### src/rtl/hazard_scoreboard_pkg.sv
// ---------------------------------------------------------------------------
// hazard_scoreboard_pkg
//  Shared definitions for the decode-stage hazard scoreboard:
//   - stall cause encodings reported to the pipeline and perf monitor
//   - default producer latency limit and countdown width
//   - latency clamp helper, used so an illegal latency can never load a
//     value the counter cannot represent or that never drains
// ---------------------------------------------------------------------------
package hazard_scoreboard_pkg;

   // Why ID stalled. Encodings are fixed because the perf monitor decodes them.
   typedef enum logic [1:0] {
      HZ_NONE = 2'd0,
      HZ_RAW  = 2'd1,
      HZ_BR   = 2'd2,
      HZ_WAW  = 2'd3
   } hz_cause_e;

   // Longest producer (mul/div) latency and the counter width that holds it.
   localparam int HZ_DEF_MAX_LAT = 4;
   localparam int HZ_DEF_CW      = 3;

   // Latency of 0 would mark a write as already forwardable, and anything
   // above the limit could exceed the counter or violate the WAW ordering
   // assumptions, so both collapse to the slowest legal latency.
   function automatic int hz_clamp_lat(input int lat, input int max_lat);
      if ((lat < 1) || (lat > max_lat)) begin
         return max_lat;
      end
      return lat;
   endfunction

endpackage

### src/rtl/hazard_scoreboard_entry.sv
// ---------------------------------------------------------------------------
// hazard_scoreboard_entry
//  One countdown slice of the scoreboard: the number of cycles until the
//  pending result of a single architectural register can be forwarded to EX.
//  Ports:
//   clk       in   rising-edge clock
//   rst       in   asynchronous reset, active high; clears the countdown
//   hold      in   pipeline freeze; countdown neither loads nor decrements
//   load      in   a new producer for this register issues this cycle
//   load_val  in   latency of that producer (already clamped)
//   cnt       out  current countdown value
//   nz        out  countdown is nonzero (register has a result in flight)
// ---------------------------------------------------------------------------
module hazard_scoreboard_entry
   import hazard_scoreboard_pkg::*;
#(
   parameter int CW = HZ_DEF_CW
) (
   input  logic          clk,
   input  logic          rst,
   input  logic          hold,
   input  logic          load,
   input  logic [CW-1:0] load_val,
   output logic [CW-1:0] cnt,
   output logic          nz
);

   // A fresh producer wins over the decrement: the newest write is the one
   // the next consumer must wait for.
   always_ff @(posedge clk or posedge rst) begin
      if (rst) begin
         cnt <= '0;
      end else if (!hold) begin
         if (load) begin
            cnt <= load_val;
         end else if (nz) begin
            cnt <= cnt - CW'(1);
         end
      end
   end

   assign nz = |cnt;

endmodule

### src/rtl/hazard_scoreboard.sv
// ---------------------------------------------------------------------------
// hazard_scoreboard
//  Decode-stage hazard unit. Keeps a per-register countdown of cycles until
//  each in-flight result reaches the forwarding network, so multi-cycle
//  producers (loads, mul/div) are covered, and stalls ID/IF when the
//  instruction in ID would read or overwrite a register too early. Also keeps
//  a saturating count of stall cycles for the performance monitor.
//  Ports:
//   clk, rst            clock (rising edge), async active-high reset
//   id_valid, id_kill   ID holds a real instruction / it is being squashed
//   hold                global pipeline freeze (scoreboard and counter freeze)
//   id_rs, id_rt        source register indices
//   id_use_rs/rt        the corresponding source is actually read
//   id_uncertainJump    branch/jump-register resolved in ID, operands needed now
//   id_regWrite, id_rw  instruction writes register id_rw
//   id_lat              producer latency, 1..MAX_LAT
//   stall               hold IF/ID and inject a bubble into EX
//   stall_cause         none / RAW / branch operand / WAW
//   busy                per-register "result in flight" flags
//   stall_cycles        saturating count of stalled, unfrozen cycles
// ---------------------------------------------------------------------------
module hazard_scoreboard
   import hazard_scoreboard_pkg::*;
#(
   parameter int NREG    = 32,
   parameter int MAX_LAT = HZ_DEF_MAX_LAT,
   parameter int CW      = HZ_DEF_CW,
   parameter int PCW     = 16,
   localparam int RW     = $clog2(NREG)
) (
   input  logic            clk,
   input  logic            rst,
   input  logic            id_valid,
   input  logic            id_kill,
   input  logic            hold,
   input  logic [RW-1:0]   id_rs,
   input  logic [RW-1:0]   id_rt,
   input  logic            id_use_rs,
   input  logic            id_use_rt,
   input  logic            id_uncertainJump,
   input  logic            id_regWrite,
   input  logic [RW-1:0]   id_rw,
   input  logic [CW-1:0]   id_lat,
   output logic            stall,
   output logic [1:0]      stall_cause,
   output logic [NREG-1:0] busy,
   output logic [PCW-1:0]  stall_cycles
);

   logic [CW-1:0] cnt [NREG];
   logic [CW-1:0] cnt_rs;
   logic [CW-1:0] cnt_rt;
   logic [CW-1:0] cnt_rw;
   logic [CW-1:0] lat_eff;
   logic          chk_rs;
   logic          chk_rt;
   logic          br_haz;
   logic          raw_haz;
   logic          waw_haz;
   logic          issue;
   hz_cause_e     cause;

   // Register 0 is constant zero: it is never pending and never stalls.
   assign cnt[0]  = '0;
   assign busy[0] = 1'b0;

   assign lat_eff = CW'(hz_clamp_lat(int'(id_lat), MAX_LAT));

   // Source muxes and hazard compare. A source only matters when it is read
   // and is not r0. A branch resolved in ID needs the value already forwarded
   // (count 0); an EX consumer can take it from the forwarding path once the
   // count is down to 1. A new write must not complete before an older
   // in-flight write to the same register, hence the WAW latency compare.
   always_comb begin
      cnt_rs  = cnt[id_rs];
      cnt_rt  = cnt[id_rt];
      cnt_rw  = cnt[id_rw];
      chk_rs  = id_use_rs && (id_rs != '0);
      chk_rt  = id_use_rt && (id_rt != '0);
      br_haz  = id_uncertainJump &&
                ((chk_rs && (cnt_rs != '0)) || (chk_rt && (cnt_rt != '0)));
      raw_haz = (chk_rs && (cnt_rs > CW'(1))) || (chk_rt && (cnt_rt > CW'(1)));
      waw_haz = id_regWrite && (id_rw != '0) && (cnt_rw > lat_eff);
   end

   // Stall is combinational so ID is held in the same cycle the hazard is
   // seen. Cause priority: branch operand, then RAW, then WAW.
   always_comb begin
      stall = id_valid && !id_kill && (br_haz || raw_haz || waw_haz);
      cause = HZ_NONE;
      if (stall) begin
         if (br_haz) begin
            cause = HZ_BR;
         end else if (raw_haz) begin
            cause = HZ_RAW;
         end else begin
            cause = HZ_WAW;
         end
      end
   end

   assign stall_cause = cause;

   // Only an instruction that actually leaves ID may claim its destination.
   assign issue = id_valid && !id_kill && !stall && !hold;

   // One countdown slice per writable register.
   for (genvar r = 1; r < NREG; r++) begin : g_entry
      hazard_scoreboard_entry #(
         .CW(CW)
      ) u_entry (
         .clk      (clk),
         .rst      (rst),
         .hold     (hold),
         .load     (issue && id_regWrite && (id_rw == RW'(r))),
         .load_val (lat_eff),
         .cnt      (cnt[r]),
         .nz       (busy[r])
      );
   end

   // Perf counter: counts cycles that really cost a bubble (a frozen pipeline
   // is charged elsewhere) and sticks at all-ones instead of wrapping.
   always_ff @(posedge clk or posedge rst) begin
      if (rst) begin
         stall_cycles <= '0;
      end else if (stall && !hold && (stall_cycles != {PCW{1'b1}})) begin
         stall_cycles <= stall_cycles + PCW'(1);
      end
   end

   // Illegal producer latencies are clamped in hardware but flagged here.
   a_lat_legal: assert property (@(posedge clk) disable iff (rst)
      (id_valid && !id_kill && id_regWrite) |->
         ((id_lat != '0) && (int'(id_lat) <= MAX_LAT)));

endmodule

### config.mk
export PLATFORM = sky130hd
export DESIGN_NAME = hazard_scoreboard
export DESIGN_NICKNAME = d
export VERILOG_FILES = /design/src/rtl/hazard_scoreboard_pkg.sv /design/src/rtl/hazard_scoreboard_entry.sv /design/src/rtl/hazard_scoreboard.sv
export SDC_FILE = /design/constraint.sdc
export NUM_CORES = 1
export LEC_CHECK = 0
export ABC_AREA = 1
export CELL_PAD_IN_SITES_DETAIL_PLACEMENT = 1
export CELL_PAD_IN_SITES_GLOBAL_PLACEMENT = 2
export CORE_MARGIN = 1
export CORE_UTILIZATION = 32
export CTS_CLUSTER_SIZE = 25
export DETAILED_ROUTE_END_ITERATION = 8
export PLACE_DENSITY = 0.81
export SYNTH_ARGS = -nofsm -noshare
export SYNTH_HDL_FRONTEND = slang
export SYNTH_SLANG_ARGS = --single-unit
### constraint.sdc
create_clock -name clk -period 5.6 [get_ports clk]
set_input_delay 1.4 -clock clk [delete_from_list [all_inputs] [get_ports clk]]
set_output_delay 1.4 -clock clk [all_outputs]
set_load 0.01 [all_outputs]
==> summary.md <==
| Metric | Value |
|---|---|
| Crit end category | `primary output` |
| First-pass GRT wire length | `70.1 mm` |
| Clock buffer depth | `2` |
| LEAKAGE | `7.08 nW` |
| CTS buffer count | `9` |
| Setup Crit Path Kind | `in2out` |
| Psw | `3.08 mW` |
| Post-synth top area cell | `nand2_1` |
| CP arrival | `4040 ps` |
| Grt ovf | `0` |
| Max-slew headroom | `30.4%` |
| IO Count | `78` |
| FF-to-FF setup slack | `1990 ps` |
| Syn Inst Count | `1776` |
| Synth Warn # | `0` |
| Vias | `11628` |
| Iteration-0 DRC count of the detailed router | `743` |
| Initial antenna violation count | `0` |
| PwrDens | `474 nW/um^2` |
| Worst Setup EP | `stall_cause[0]` |
| CP Cell Sequence | `clkdlybuf4s50_1 -> buf_4 -> buf_12 -> nor2_2 -> buf_4 -> nand2_1 -> nand2_1 -> inv_1 -> nand2_1 -> nand2_1 -> a21oi_1 -> nor2_1 -> nand2_1 -> nand2_1 -> a21oi_4 -> nand2_1 -> nand2_1 -> inv_1 -> nand2_1 -> inv_1 -> dlygate4sd2_1` |
| Max Clock Skew | `10.2 ps` |
| CP bufs+invs | `8` |
| Crit. path cell count | `21` |
| Delay of the slowest cell on the worst path | `400 ps` |
| Commonest cells after routing, fill and taps aside | `nand2_1, inv_1, dfrtp_1` |
| Max-cap viol count | `0` |
| Max-slew violations | `0` |
| Die area | `34100 um^2` |
| Later-pin clock latency in the skew report | `400 ps` |
| Dpl ws | `-484 ps` |
| Fin cells | `2306` |
| Least-Margin Pin Slew | `1040 ps` |
| Vias in the first global route | `11997` |
| Outcome | `finished clean` |
| Pre-Repair DR Iteration Count | `5` |
| Synthesized net count | `1869` |
| Most common cell after layout, fill and taps aside | `nand2_1` |
| HP Class | `reg2reg` |
| Max IR drop VDD | `0.222 mV` |
| CP most frequent cell | `nand2_1` |
| Final worst path period need | `5440 ps` |
| Share of Yosys cell area claimed by the top area cell type | `28.1%` |
| Port Buffers | `76` |
| Final nets | `1952` |
| Avg WL per Cell | `19.5 um` |
| Total GRT Usage | `27.4%` |
| Placer Congestion | `0.973` |
| Internal power | `2.91 mW` |
| Site Rows | `66` |
| Syn_area_per_cell | `6.02 um^2` |
| Layout area overhead | `18.2%` |
| Reg2Reg Depth | `19` |
| Core area | `32700 um^2` |
| Filler cell count | `4383` |
| Die Ht | `185 um` |
| Hold Vio Cnt, Final | `0` |
| DRC violations left | `0` |
| Share of power burned in registers | `25.5%` |
| Comb power frac | `62.5%` |
| Largest net degree at the start of global routing | `61` |
| Placed cell count | `2286` |
| CP max FO | `9` |
| TritonCTS clock tree | `yes` |
| Worst Setup Start Kind | `primary input` |
| Crit path required time | `4200 ps` |
| DR vias/cell | `5.04` |
| Diode count | `0` |
| Die W | `185 um` |
| Final Cell Area | `12600 um^2` |
| Worst flop-to-flop path endpoint | `g_entry[8].u_entry.cnt[1]` |
| Clock Power Share | `12.0%` |
| Multi-input logic area | `6610 um^2` |
| Worst Setup SP | `id_rt[0]` |
| Final worst slack | `165 ps` |
| Antenna Nets Post-Route | `0` |
| # H-tree levels | `3` |
| Final Util | `38.6%` |
| Root buffer cell | `clkbuf_16` |
| Final worst-path cycle share | `97.1%` |
| Yosys reg bits | `109` |
| Initial core utilization | `32.7%` |
| Ratio of cells with drive above 1 in the final layout | `8.74%` |
| Fmax | `0.184 GHz` |
| FF/Latch Area | `2730 um^2` |
| Final setup viols | `0` |
| R2R Path Start | `g_entry[25].u_entry.cnt[2]` |
| Top post-synthesis cells by area | `nand2_1, dfrtp_1, inv_1` |
| Hpwl dp | `34.3 mm` |
| Sink Count | `109` |
| Sw frac | `51.4%` |
| Clock transition at path regs | `80 ps` |
| Mapped cell area | `10700 um^2` |
| Area after DPL | `12300 um^2` |
| Total Routed Length | `45.0 mm` |
| Crit-path slowest cell | `clkdlybuf4s50_1` |
| Seq/Total Area, Yosys | `25.5%` |
| Netlist cell types | `38` |
| Family with the most delay on the worst path | `buffers and inverters` |
power groups by stage:
stage               registers [mW]  clock network, mW  logic (mW)
floorplan                     1.40                  0        2.64
global placement              1.53                  0        3.66
detailed placement            1.54                  0        3.72
CTS                           1.53              0.745        3.76
global route                  1.57              0.760        4.27
finish                        1.53              0.716        3.74
layer usage:
layer	global-route usage [%]	up-vias	part of all wire, %
met5	0	-	0
met4	10.8	0	3.4
met3	3.71	76	4.4
met2	45.9	272	47
met1	35.4	5615	45
li1	-	5665	-
metrics by stage:
step,power [mW],setup TNS (ps),hold WS [ps]
floorplan,4.04,0,449
global placement,5.19,-1140,463
detailed placement,5.26,-1340,466
CTS,6.03,0,490
global route,6.61,-0.656,500
finish,5.98,0,483
cells in the mapped netlist:
cell / number
a221oi_1: 2
and3_1: 1
o22ai_1: 36
clkinv_1: 2
a211oi_1: 1
conb_1: 1
xor2_1: 40
a31oi_1: 3
o21ai_0: 45
a41oi_1: 2
buf_4: 36
o221ai_1: 3
nor3_1: 35
nand4_2: 20
nand4_1: 15
xnor2_1: 4
a21oi_2: 15
a21oi_1: 31
nand3_1: 95
a22oi_1: 3
inv_2: 3
o211ai_1: 4
a21oi_4: 1
nor2_1: 105
nand2_1: 801
nor4_1: 2
or3_1: 1
nor2_2: 2
o21ai_1: 1
buf_2: 17
clkbuf_1: 29
o2111ai_1: 1
buf_1: 13
inv_1: 229
o21a_1: 1
ha_1: 66
dfrtp_1: 109
o31ai_1: 1
logic make-up (layout without fill, tap and decap cells):
| kind of cell | count (synthesis) | in the layout | synth area share (%) |
|---|---|---|---|
| simple gates | 1077 | 1077 | 41.5 |
| fa+ha+maj | 66 | 66 | 7.73 |
| other cells | 1 | 1 | 0.0351 |
| flops | 109 | 109 | 25.5 |
| buf+inv | 329 | 417 | 13.0 |
| compound gates | 150 | 150 | 8.63 |
| xor+xnor | 44 | 44 | 3.61 |
worst reg2reg max path: cells and delay by family (launching register included):
family | cells | cell delay, ps
buf+inv | 4 | 1100
simple gates | 8 | 950
compound gates | 6 | 740
flops | 1 | 420
fa+ha+maj | 1 | 330
flip-flops by register name, indices dropped and copies added, names as in the netlist:
signal	cells
stall_cycles	16
g_entry.u_entry.cnt	93
worst min path at each step:
stage	cells past startpoint	slack [ps]	from	end
6_report	2	480	g_entry[28].u_entry.cnt[1]	g_entry[28].u_entry.cnt[1]
5_1_grt	2	500	g_entry[13].u_entry.cnt[1]	g_entry[13].u_entry.cnt[1]
4_1_cts	2	490	g_entry[9].u_entry.cnt[1]	g_entry[9].u_entry.cnt[1]
3_5_place_dp	2	470	g_entry[11].u_entry.cnt[1]	g_entry[11].u_entry.cnt[1]
3_3_place_gp	2	460	g_entry[26].u_entry.cnt[1]	g_entry[26].u_entry.cnt[1]
2_1_floorplan	2	450	g_entry[10].u_entry.cnt[1]	g_entry[10].u_entry.cnt[1]
repair_timing:
| item | in CTS | in global routing |
|---|---|---|
| gates cloned | 1 | 0 |
| gates resized for setup | 23 | 5 |
| hold buffers | 0 | 0 |
| pin swaps | 6 | 4 |
| setup endpoints to repair | 3 | 3 |
| setup buffers | 3 | 0 |
final cells by class:
class                   instances  share of cell area [%]
well taps                     442                    4.38
inverters                     234                    6.98
multi-input cells            1338                    52.3
repair buffers                167                    12.3
clock inverters                 7                   0.634
clock buffers                   9                    1.78
flip-flops and latches        109                    21.6
Note: power is estimated with default switching activity, not from simulation.
